### config.mk
export PLATFORM = sky130hd
export DESIGN_NAME = sf_pkt_reader
export DESIGN_NICKNAME = d
export VERILOG_FILES = /design/src/rtl/sf_fifo_pkg.sv /design/src/rtl/sf_out_stage.sv /design/src/rtl/sf_pkt_reader.sv
export SDC_FILE = /design/constraint.sdc
export NUM_CORES = 1
export LEC_CHECK = 0
export CORE_MARGIN = 1
export CORE_UTILIZATION = 36
export DETAILED_ROUTE_END_ITERATION = 8
export GPL_TIMING_DRIVEN = 0
export HOLD_SLACK_MARGIN = 0.12
export PLACE_DENSITY = 0.87
export SLEW_MARGIN = 30
export SYNTH_ARGS = -nofsm -noshare
export SYNTH_HDL_FRONTEND = slang
export SYNTH_SLANG_ARGS = --single-unit
### constraint.sdc
create_clock -name clk -period 1.87 [get_ports clk]
set_clock_uncertainty 0.1 [all_clocks]
set_input_delay 0.374 -clock clk [delete_from_list [all_inputs] [get_ports clk]]
set_output_delay 0.374 -clock clk [all_outputs]
set_load 0.02 [all_outputs]
### src/rtl/sf_fifo_pkg.sv
`default_nettype none
// ----------------------------------------------------------------------------
// sf_fifo_pkg : shared types for the store-and-forward FIFO read side
// Revision    : 1.0
// ----------------------------------------------------------------------------
package sf_fifo_pkg;

  typedef enum logic {
    IDLE   = 1'b0,
    STREAM = 1'b1
  } sf_rd_state_t;

  localparam int SF_CNT_W = 32;

endpackage
`default_nettype wire

### src/rtl/sf_out_stage.sv
`default_nettype none
// ----------------------------------------------------------------------------
// sf_out_stage : valid/ready output register carrying data with sop/last
// Revision     : 1.0
// ----------------------------------------------------------------------------
module sf_out_stage #(
  parameter int DATA_WIDTH = 32
) (
  input  logic                  clk,
  input  logic                  rst_n,
  input  logic                  load_i,
  input  logic [DATA_WIDTH-1:0] data_i,
  input  logic                  sop_i,
  input  logic                  last_i,
  input  logic                  m_ready_i,
  output logic                  can_load_o,
  output logic                  m_valid_o,
  output logic [DATA_WIDTH-1:0] m_data_o,
  output logic                  m_sop_o,
  output logic                  m_last_o
);

  logic                  valid_q, valid_d;
  logic [DATA_WIDTH-1:0] data_q, data_d;
  logic                  sop_q, sop_d;
  logic                  last_q, last_d;

  assign can_load_o = !valid_q || m_ready_i;

  // A stalled word (valid & !ready) holds every field until it is accepted.
  always_comb begin
    valid_d = valid_q;
    data_d  = data_q;
    sop_d   = sop_q;
    last_d  = last_q;
    if (load_i) begin
      valid_d = 1'b1;
      data_d  = data_i;
      sop_d   = sop_i;
      last_d  = last_i;
    end else if (m_ready_i) begin
      valid_d = 1'b0;
    end
  end

  always_ff @(posedge clk) begin
    if (!rst_n) begin
      valid_q <= 1'b0;
      data_q  <= '0;
      sop_q   <= 1'b0;
      last_q  <= 1'b0;
    end else begin
      valid_q <= valid_d;
      data_q  <= data_d;
      sop_q   <= sop_d;
      last_q  <= last_d;
    end
  end

  assign m_valid_o = valid_q;
  assign m_data_o  = data_q;
  assign m_sop_o   = sop_q;
  assign m_last_o  = last_q;

endmodule
`default_nettype wire

### src/rtl/sf_pkt_reader.sv
`default_nettype none
// ----------------------------------------------------------------------------
// sf_pkt_reader : pops a length descriptor, then that many data words,
//                 and streams them out with sop/last framing.
// Option        : SF_PKT_RD_STATS_EN builds packet/word statistics counters.
// Revision      : 1.0
// ----------------------------------------------------------------------------
module sf_pkt_reader
  import sf_fifo_pkg::*;
#(
  parameter int DATA_WIDTH = 32,
  parameter int LEN_W      = 5
) (
  input  logic                  clk,
  input  logic                  rst_n,
  input  logic                  len_valid_i,
  input  logic [LEN_W-1:0]      len_i,
  output logic                  len_ready_o,
  input  logic                  fifo_empty_i,
  input  logic [DATA_WIDTH-1:0] fifo_rdata_i,
  output logic                  fifo_rden_o,
  output logic                  m_valid_o,
  output logic [DATA_WIDTH-1:0] m_data_o,
  output logic                  m_sop_o,
  output logic                  m_last_o,
  input  logic                  m_ready_i,
  output logic                  busy_o,
  output logic                  len_err_o,
  output logic [31:0]           pkt_cnt_o,
  output logic [31:0]           word_cnt_o
);

  sf_rd_state_t     state_q, state_d;
  logic [LEN_W-1:0] remaining_q, remaining_d;
  logic             sop_pend_q, sop_pend_d;
  logic             len_err_q, len_err_d;
  logic             can_load;
  logic             last_word;

  assign last_word   = (remaining_q == LEN_W'(1));
  assign len_ready_o = (state_q == IDLE) && len_valid_i;
  assign fifo_rden_o = (state_q == STREAM) && !fifo_empty_i && can_load;
  assign busy_o      = (state_q != IDLE);
  assign len_err_o   = len_err_q;

  always_comb begin
    state_d     = state_q;
    remaining_d = remaining_q;
    sop_pend_d  = sop_pend_q;
    len_err_d   = 1'b0;
    case (state_q)
      IDLE: begin
        if (len_valid_i) begin
          if (len_i == '0) begin
            len_err_d = 1'b1;
          end else begin
            remaining_d = len_i;
            sop_pend_d  = 1'b1;
            state_d     = STREAM;
          end
        end
      end
      STREAM: begin
        // remaining is at least 1 here, so the decrement cannot wrap.
        if (fifo_rden_o) begin
          sop_pend_d  = 1'b0;
          remaining_d = remaining_q - LEN_W'(1);
          if (last_word) begin
            state_d = IDLE;
          end
        end
      end
      default: state_d = IDLE;
    endcase
  end

  always_ff @(posedge clk) begin
    if (!rst_n) begin
      state_q     <= IDLE;
      remaining_q <= '0;
      sop_pend_q  <= 1'b0;
      len_err_q   <= 1'b0;
    end else begin
      state_q     <= state_d;
      remaining_q <= remaining_d;
      sop_pend_q  <= sop_pend_d;
      len_err_q   <= len_err_d;
    end
  end

  sf_out_stage #(
    .DATA_WIDTH (DATA_WIDTH)
  ) u_out_stage (
    .clk        (clk),
    .rst_n      (rst_n),
    .load_i     (fifo_rden_o),
    .data_i     (fifo_rdata_i),
    .sop_i      (sop_pend_q),
    .last_i     (last_word),
    .m_ready_i  (m_ready_i),
    .can_load_o (can_load),
    .m_valid_o  (m_valid_o),
    .m_data_o   (m_data_o),
    .m_sop_o    (m_sop_o),
    .m_last_o   (m_last_o)
  );

`ifdef SF_PKT_RD_STATS_EN
  logic [SF_CNT_W-1:0] pkt_cnt_q, pkt_cnt_d;
  logic [SF_CNT_W-1:0] word_cnt_q, word_cnt_d;
  logic                xfer;

  assign xfer = m_valid_o && m_ready_i;

  // Both counters saturate at all-ones rather than wrapping.
  always_comb begin
    pkt_cnt_d  = pkt_cnt_q;
    word_cnt_d = word_cnt_q;
    if (xfer && (word_cnt_q != '1)) begin
      word_cnt_d = word_cnt_q + SF_CNT_W'(1);
    end
    if (xfer && m_last_o && (pkt_cnt_q != '1)) begin
      pkt_cnt_d = pkt_cnt_q + SF_CNT_W'(1);
    end
  end

  always_ff @(posedge clk) begin
    if (!rst_n) begin
      pkt_cnt_q  <= '0;
      word_cnt_q <= '0;
    end else begin
      pkt_cnt_q  <= pkt_cnt_d;
      word_cnt_q <= word_cnt_d;
    end
  end

  assign pkt_cnt_o  = pkt_cnt_q;
  assign word_cnt_o = word_cnt_q;
`else
  assign pkt_cnt_o  = '0;
  assign word_cnt_o = '0;
`endif

endmodule
`default_nettype wire

Yosys cells after proc, flatten, opt, wreduce, memory -nomap -nowiden
Index checks and enable logic that the tools add are counted.
- flip-flop bits (word level): 43
- input port bits: 42
- output and inout port bits: 103
- logic and storage cells: 42
- $add $sub $neg: 1
- equal/unequal tests: 4
- mux-type cells: 16
- bitwise operators: 3
- reductions and logical operators: 10
- operators by type and width (operator ; number):
    5-bit 2-to-1 mux ; 3
    1-bit 2-to-1 mux ; 10
    5-bit case mux with 2 select lines ; 1
    2-bit inequality test (second input constant) ; 3
    5-bit by 1-bit == test with 1-bit output (second input constant) ; 1
    5-bit logical NOT ; 1
    5-bit by 1-bit subtractor with 5-bit output (second input constant) ; 1
    1-bit case mux with 2 select lines ; 2
    1-bit logical AND ; 3
    1-bit inverter ; 3
    3-bit AND reduction ; 1
    3-bit OR reduction ; 1
    1-bit logical NOT ; 2
    2-bit nonzero test ; 1
    1-bit logical OR ; 1

Logic depth before layout (Yosys ltp)
Gate-level depths: netlist (run 1).
- word-level depth: 5
- mapped depth: 6
- gate-level depth less buffers: 6

Modules after synthesis
A second synthesis (run 1) with hierarchy kept.
- cells, all modules: 235
- area, all modules: 2331.0 um2
- modules (own cells, without submodules) (module ; times used ; cells each ; area each (um2) ; sequential area each (um2)):
    sf_out_stage ; 1 ; 113 ; 1353.8 ; 700.7
    sf_pkt_reader ; 1 ; 122 ; 977.2 ; 160.2

Least setup slack after synthesis (run 1)
OpenSTA, ideal clock, no wires.
- kind: reg-to-output
- start: register state_q, in the netlist busy_o
- end: output fifo_rden_o
- arrival time: 1.162 ns
- data required time: 1.396 ns
- setup slack: 0.234 ns
- stages on the path, launching flop included: 5
- buffers on the path: 1
- path through: dfxtp_1 -> and2b_1 -> nand2_1 -> clkinv_1 -> buf_4
- longest elaborated chain between the ends: 2
- ends and longest elaborated chain (what ; line ; RTL):
    from (decl) ; sf_pkt_reader.sv:33 ; sf_rd_state_t state_q, state_d;
    from (signal assigned) ; sf_pkt_reader.sv:84 ; state_q <= state_d;
    1-bit logical AND (2 in series) ; sf_pkt_reader.sv:42 ; assign fifo_rden_o = (state_q == STREAM) && !fifo_empty_i && can_load;
    to (decl) ; sf_pkt_reader.sv:21 ; output logic fifo_rden_o,
No other way between the ends.

Worst setup path in the final report (run 1)
- start: input m_ready_i
- end: output fifo_rden_o
- longest elaborated chain between the ends: 2
- ends and longest elaborated chain (what ; line ; RTL):
    from (decl) ; sf_pkt_reader.sv:26 ; input logic m_ready_i,
    1-bit logical OR ; sf_out_stage.sv:28 ; assign can_load_o = !valid_q || m_ready_i;
    1-bit logical AND ; sf_pkt_reader.sv:42 ;
No other way between the ends.

==> flow_summary.yaml, run 1 <==
final_layout:
  layout_commonest_cell: "clkdlybuf4s50_1"
  drive_above_1_share_pct: 20.85
  diodes: 0
  final_core_utilization_pct: 60.94
  area_delta_synth_final_pct: 58.57
  mostFrequentLayoutCells: "clkdlybuf4s50_1 (77), nand2_1 (73), buf_4 (67), conb_1 (64), dfxtp_1 (42)"
  design_area_um2: 3438
  nets: 466
route:
  dr.first_iter.drc_count: 72
  first_pass_iters: 4
  wl_um: 5373
  viasPerCell: 4.136
  num_vias: 2043
  drc: 0
  ant_nets: 0
  wl_per_cell_um: 10.88
floorplan:
  rows: 27
  io_pins: 145
  core_um2: 5642
  die_h_um: 79.61
  start_util_pct: 38.43
  die-area_um2: 6338
  die_x_um: 79.61
power:
  p_sw_share_pct: 28.21
  seqPwrFrac_pct: 43.2
  power.switching_mw: 0.6494
  p_int_mw: 1.653
  p_comb_share_pct: 27.0
  total_leakage_power_nw: 1.516
  finalPower_mw: 2.302
  p_per_area_nw_per_um2: 669.6
  clockPowerShare_pct: 29.8
  vdd_ir_drop_max_v: 0.0003581
cts:
  h-tree-depth: 2
  cts_root_buf: "clkbuf_8"
  clkSlewWorstSetupHoldPaths_ns: 0.07
  clock-sinks: 43
  clk-insertion-delay-late_ns: 0.29
  cts_max_path_buffers: 2
  cts_tree: "yes"
  numCtsBuffers: 5
setup_path:
  worstPathArrival_ns: 1.35
  crit_fanout: 17
  rrSetupSlack_ns: 0.25
  cp-end-kind: "output port"
  critical_path_class: "in2out"
  required_ns: 1.40
  worstSetupStartpointType: "input port"
synthesis:
  synth_edf_count: 0
  synthTopCellsByArea: "dfxtp_1 (40%), buf_4 (23%), nand2_1 (13%)"
  syn_area_um2: 2168
  async_flop_share_pct: 0
  yosys_most_used_dff: "dfxtp_1"
  yosysSeqAreaShare_pct: 39.70
  synth_area_per_cell_um2: 8.001
  ys_warn_count: 0
  ys_seq_elements: 43
  synth_cells: 271
  yosysTopAreaCell: "dfxtp_1"
  synth_top_area_share_pct: 39.70
  ys_types: 28
sta:
  rsz0062_at_grt: "no"
  slew_viol_final: 0
  fmax_mhz: 549.1
  setup_viol: 0
  min_period_ns: 1.821
  fin_crit_sh_pct: 97.38
  finalHoldViolations: 0
  tns_ns: 0
hold_path:
  holdCritPathClass: "reg2reg"
global_routing:
  antenna_found_initial: 0
  grt_overflow_total: 0
  grt_max_degree: 13
  grt_pass1_wl_um: 8411
  track_usage_pct: 17.05
  grt_pass1_vias: 1921
place:
  dpl_cell_area_um2: 3296
  routabilityCongestion: 0.8853
  hpwl_um: 4231
  port-buffer-count: 80
status:
  status: "finished clean"
job:
  cap_violations: 0
[cell usage after synthesis, drive strengths merged (2+ instances only)]
library cell,instances
a21oi,40
nor4,2
clkinv,2
clkbuf,5
dfxtp,43
buf,71
o32ai,3
mux2i,2
nor2,2
nand2,74
a31oi,2
nand2b,3
nor2b,4
inv,2
ha,2
nand3,4
[path summary, 6_finish.rpt]
kind,startpoint,end,cells past startpoint
worst max register to register,busy_o,u_out_stage.m_data_o[8],6
worst min register to register,u_out_stage.m_data_o[21],u_out_stage.m_data_o[21],2
worst max-delay path,m_ready_i,fifo_rden_o,5
worst min-delay path,u_out_stage.m_data_o[21],u_out_stage.m_data_o[21],2
[stage by stage]
step / worst slack, ns / hold WS (ns) / std cells
floorplan: 0.2338 / 0.3321 / 334
global route: 0.0003052 / 0.3824 / 494
finish: 0.04898 / 0.3558 / 494
CTS: -0.02605 / 0.3563 / 495
global placement: -0.9390 / 0.3413 / 486
detailed placement: -0.9583 / 0.3458 / 486
[per-layer routing]
| metal | track usage [%] | up-vias | share of wire [%] |
|---|---|---|---|
| li1 | - | 1053 | - |
| met4 | 5.091 | 0 | 1.0 |
| met1 | 17.36 | 903 | 37 |
| met3 | 4.571 | 6 | 7.3 |
| met5 | 0 | - | 0 |
| met2 | 33.25 | 81 | 55 |
[registers in the layout, indices dropped and copies added (netlist names)]
signal,flops
remaining_q,5
sop_pend_q,1
busy_o,1
u_out_stage.m_valid_o,1
len_err_o,1
u_out_stage.m_last_o,1
u_out_stage.m_data_o,32
u_out_stage.m_sop_o,1
[worst max-delay path, stage by stage]
cell	delay, ns
clkdlybuf4s50_1	0.42
nand2b_4	0.17
nand2_4	0.08
clkinv_4	0.13
buf_6	0.17
[final cells by class]
| cell class | count | area, um^2 |
|---|---|---|
| clock inverters | 1 | 30.03 |
| inverters | 4 | 20.02 |
| plain buffers | 75 | 534.3 |
| flip-flops and latches | 43 | 862.1 |
| fillers | 510 | 2203 |
| multi-input cells | 211 | 1002 |
| clock buffers | 6 | 72.57 |
| well taps | 72 | 90.09 |
| repair buffers | 82 | 827.0 |
[logic make-up (layout without fill, tap and decap cells)]
logic type	Yosys count	after routing	synth area share, %
mux	2	2	0.9233
simple gates	94	94	19.10
other cells	1	64	0.1729
flops	43	43	39.70
compound gates	49	49	13.27
buf+inv	80	168	25.68
fa+ha+maj	2	2	1.154
[what timing repair did]
item | 4_1_cts | 5_1_grt
pin swaps | 2 | 0
buffers inserted | 2 | 0
resized for setup | 15 | 0
endpoints found under the setup margin | 27 | 1
hold buffers | 0 | 0
[power groups by stage]
| stage | registers, mW | logic [mW] | clock network [mW] |
|---|---|---|---|
| floorplan | 1.05 | 0.366 | 0 |
| global placement | 1.01 | 0.594 | 0 |
| detailed placement | 1.01 | 0.604 | 0 |
| CTS | 0.994 | 0.619 | 0.706 |
| global route | 1.00 | 0.669 | 0.756 |
| finish | 0.995 | 0.621 | 0.687 |
No activity file was read; power rests on OpenSTA's default activity.
==> run 2: changes to the inputs <==
--- a/config.mk
+++ b/config.mk
@@ -10,7 +10,7 @@
 export DETAILED_ROUTE_END_ITERATION = 8
 export GPL_TIMING_DRIVEN = 0
 export HOLD_SLACK_MARGIN = 0.12
-export PLACE_DENSITY = 0.87
+export PLACE_DENSITY = 0.83
 export SLEW_MARGIN = 30
 export SYNTH_ARGS = -nofsm -noshare
 export SYNTH_HDL_FRONTEND = slang
==> run 2 against run 1 <==
Final cell count rose by 0.40%. Setup slack worse by 0.079 ns. Fmax fell by 4.1%. Clock-buffer cell count unchanged. Clock power decreased by 17%. Routed wire length shrank 6.3%. The flow now finishes with violations (setup timing). Worst hold slack got worse by 0.0010 ns. Critical path depth stayed put. Largest cell class unchanged. Power decreased by 5.8%.
==> flow_summary.yaml, run 2 (synthesis gave the netlist of run 1 again) <==
floorplan:
  start_util_pct: 38.43
  rows: 27
  io_pins: 145
  die-area_um2: 6338
  core_um2: 5642
  die_x_um: 79.61
  die_h_um: 79.61
cts:
  h-tree-depth: 2
  cts_root_buf: "clkbuf_8"
  numCtsBuffers: 5
  clkSlewWorstSetupHoldPaths_ns: 0.08
  cts_max_path_buffers: 2
  cts_tree: "yes"
  clk-insertion-delay-late_ns: 0.29
  clock-sinks: 43
sta:
  rsz0062_at_grt: "yes"
  relSlewSlack_pct: 66.17
  tns_ns: -0.02982
  fin_crit_sh_pct: 101.6
  fmax_mhz: 526.4
  min_period_ns: 1.900
  holdWs_ns: 0.3548
  setup_viol: 1
  tightest_slew_ns: 0.5075
  slew_viol_final: 0
  finalHoldViolations: 0
  fin_ws_ns: -0.02982
setup_path:
  cp_slowest_cell: "clkdlybuf4s50_1"
  critical_path_class: "in2out"
  crit_family: "buffers and inverters"
  setup.worst_path.start: "fifo_empty_i"
  reg2reg_from: "busy_o"
  worst-path-stages: 5
  path_cells: "clkdlybuf4s50_1 > and2b_2 > nand2_4 > inv_8 > buf_2"
  critPathBufInv: 3
  worstPathArrival_ns: 1.43
  critical-path-max-stage-delay_ns: 0.46
  cp-end-kind: "output port"
  worstSetupStartpointType: "input port"
  required_ns: 1.40
  crit_fanout: 17
  rrSetupSlack_ns: 0.23
  r2r_end: "u_out_stage.m_data_o[8]"
  reg2reg_depth: 6
  crit_end: "fifo_rden_o"
final_layout:
  layout_commonest_cell: "clkdlybuf4s50_1"
  multi_input_area_um2: 998.5
  stdcell_count: 496
  area_delta_synth_final_pct: 56.95
  seq_area_um2: 860.8
  largest_reg_flops: 32
  diodes: 0
  fillerInstances: 542
  mostFrequentLayoutCells: "clkdlybuf4s50_1 (77), nand2_1 (73), buf_4 (69), conb_1 (64), dfxtp_1 (43)"
  nets: 467
  drive_above_1_share_pct: 21.46
  final_core_utilization_pct: 60.32
power:
  total_leakage_power_nw: 1.500
  vdd_ir_drop_max_v: 0.0003843
  p_per_area_nw_per_um2: 637.3
global_routing:
  grt_pass1_wl_um: 7734
  grt_pass1_vias: 1744
  grt_overflow_total: 0
  track_usage_pct: 15.49
  grt_max_degree: 14
  antenna_found_initial: 0
route:
  drc: 0
  num_vias: 2013
  viasPerCell: 4.058
  wl_um: 5034
  wl_per_cell_um: 10.15
  ant_nets: 0
  dr.first_iter.drc_count: 37
  first_pass_iters: 4
status:
  violations: "setup timing"
  status: "finished with violations"
place:
  port-buffer-count: 80
  routabilityCongestion: 0.8104
  hpwl_um: 3932
  dp_cells: 486
hold_path:
  holdCritPathClass: "reg2reg"
job:
  cap_violations: 0
[run 2: changes by cell type in the layout (fill, tap and decap cells not counted), sizes merged]
cell	change
dlygate4sd2	-1
inv	+1
buf	+1
clkinvlp	+1
bufinv	-1
clkbuf	+1
[run 2: worst min-delay path by stage]
stage / start / endpoint / slack, ns / cells after the start
floorplan: sop_pend_q / u_out_stage.m_sop_o / 0.33 / 2
global placement: u_out_stage.m_data_o[28] / u_out_stage.m_data_o[28] / 0.34 / 2
detailed placement: u_out_stage.m_data_o[22] / u_out_stage.m_data_o[22] / 0.35 / 2
CTS: u_out_stage.m_data_o[22] / u_out_stage.m_data_o[22] / 0.36 / 2
global route: u_out_stage.m_data_o[22] / u_out_stage.m_data_o[22] / 0.38 / 2
finish: u_out_stage.m_data_o[11] / u_out_stage.m_data_o[11] / 0.35 / 2
[run 2: timing repair]
action,4_1_cts,5_1_grt
buffers inserted,0,3
setup endpoints to repair,3,7
hold endpoints to repair,0,0
pin swaps,1,1
hold buffers,0,0
resized for setup,10,5
[run 2: per-layer routing]
metal	vias to the layer above	wire (um)	global-route usage (%)
met5	-	0	0
met4	0	41	5.273
met3	5	433	5.029
met2	77	2652	28.55
met1	879	1907	16.34
li1	1052	-	-
[run 2: where the power goes]
group	leakage, nW	switching [mW]	internal, mW	total [mW]
Clock	0.0412	0.306	0.261	0.567
Sequential	0.350	0.0321	0.960	0.993
Combinational	1.11	0.315	0.295	0.610
[run 2: final cells by class]
class                           instances  share of cell area [%]
Tap cell                               72                   2.647
Sequential cell                        43                   25.29
Buffer                                 75                   15.70
Inverter                                4                  0.6618
Clock buffer                            6                   2.132
Clock inverter                          2                  0.3676
Multi-Input combinational cell        211                   29.34
Timing Repair Buffer                   83                   23.86
[run 2: worst min-delay path: cells and delay by family, from the launching register on]
| family | cells | cell delay (ns) |
|---|---|---|
| flops | 1 | 0.31 |
| simple gates | 1 | 0.05 |
| compound gates | 1 | 0.05 |
[run 2: per-stage QoR]
stage / cell area (um^2) / total power [mW] / setup WS (ns)
after floorplan: 2405 / 1.415 / 0.2338
after global placement: 3296 / 1.605 / -0.9000
after detailed placement: 3296 / 1.613 / -0.9129
after CTS: 3386 / 2.188 / -0.2163
after global routing: 3403 / 2.291 / -0.08464
final: 3403 / 2.169 / -0.02982
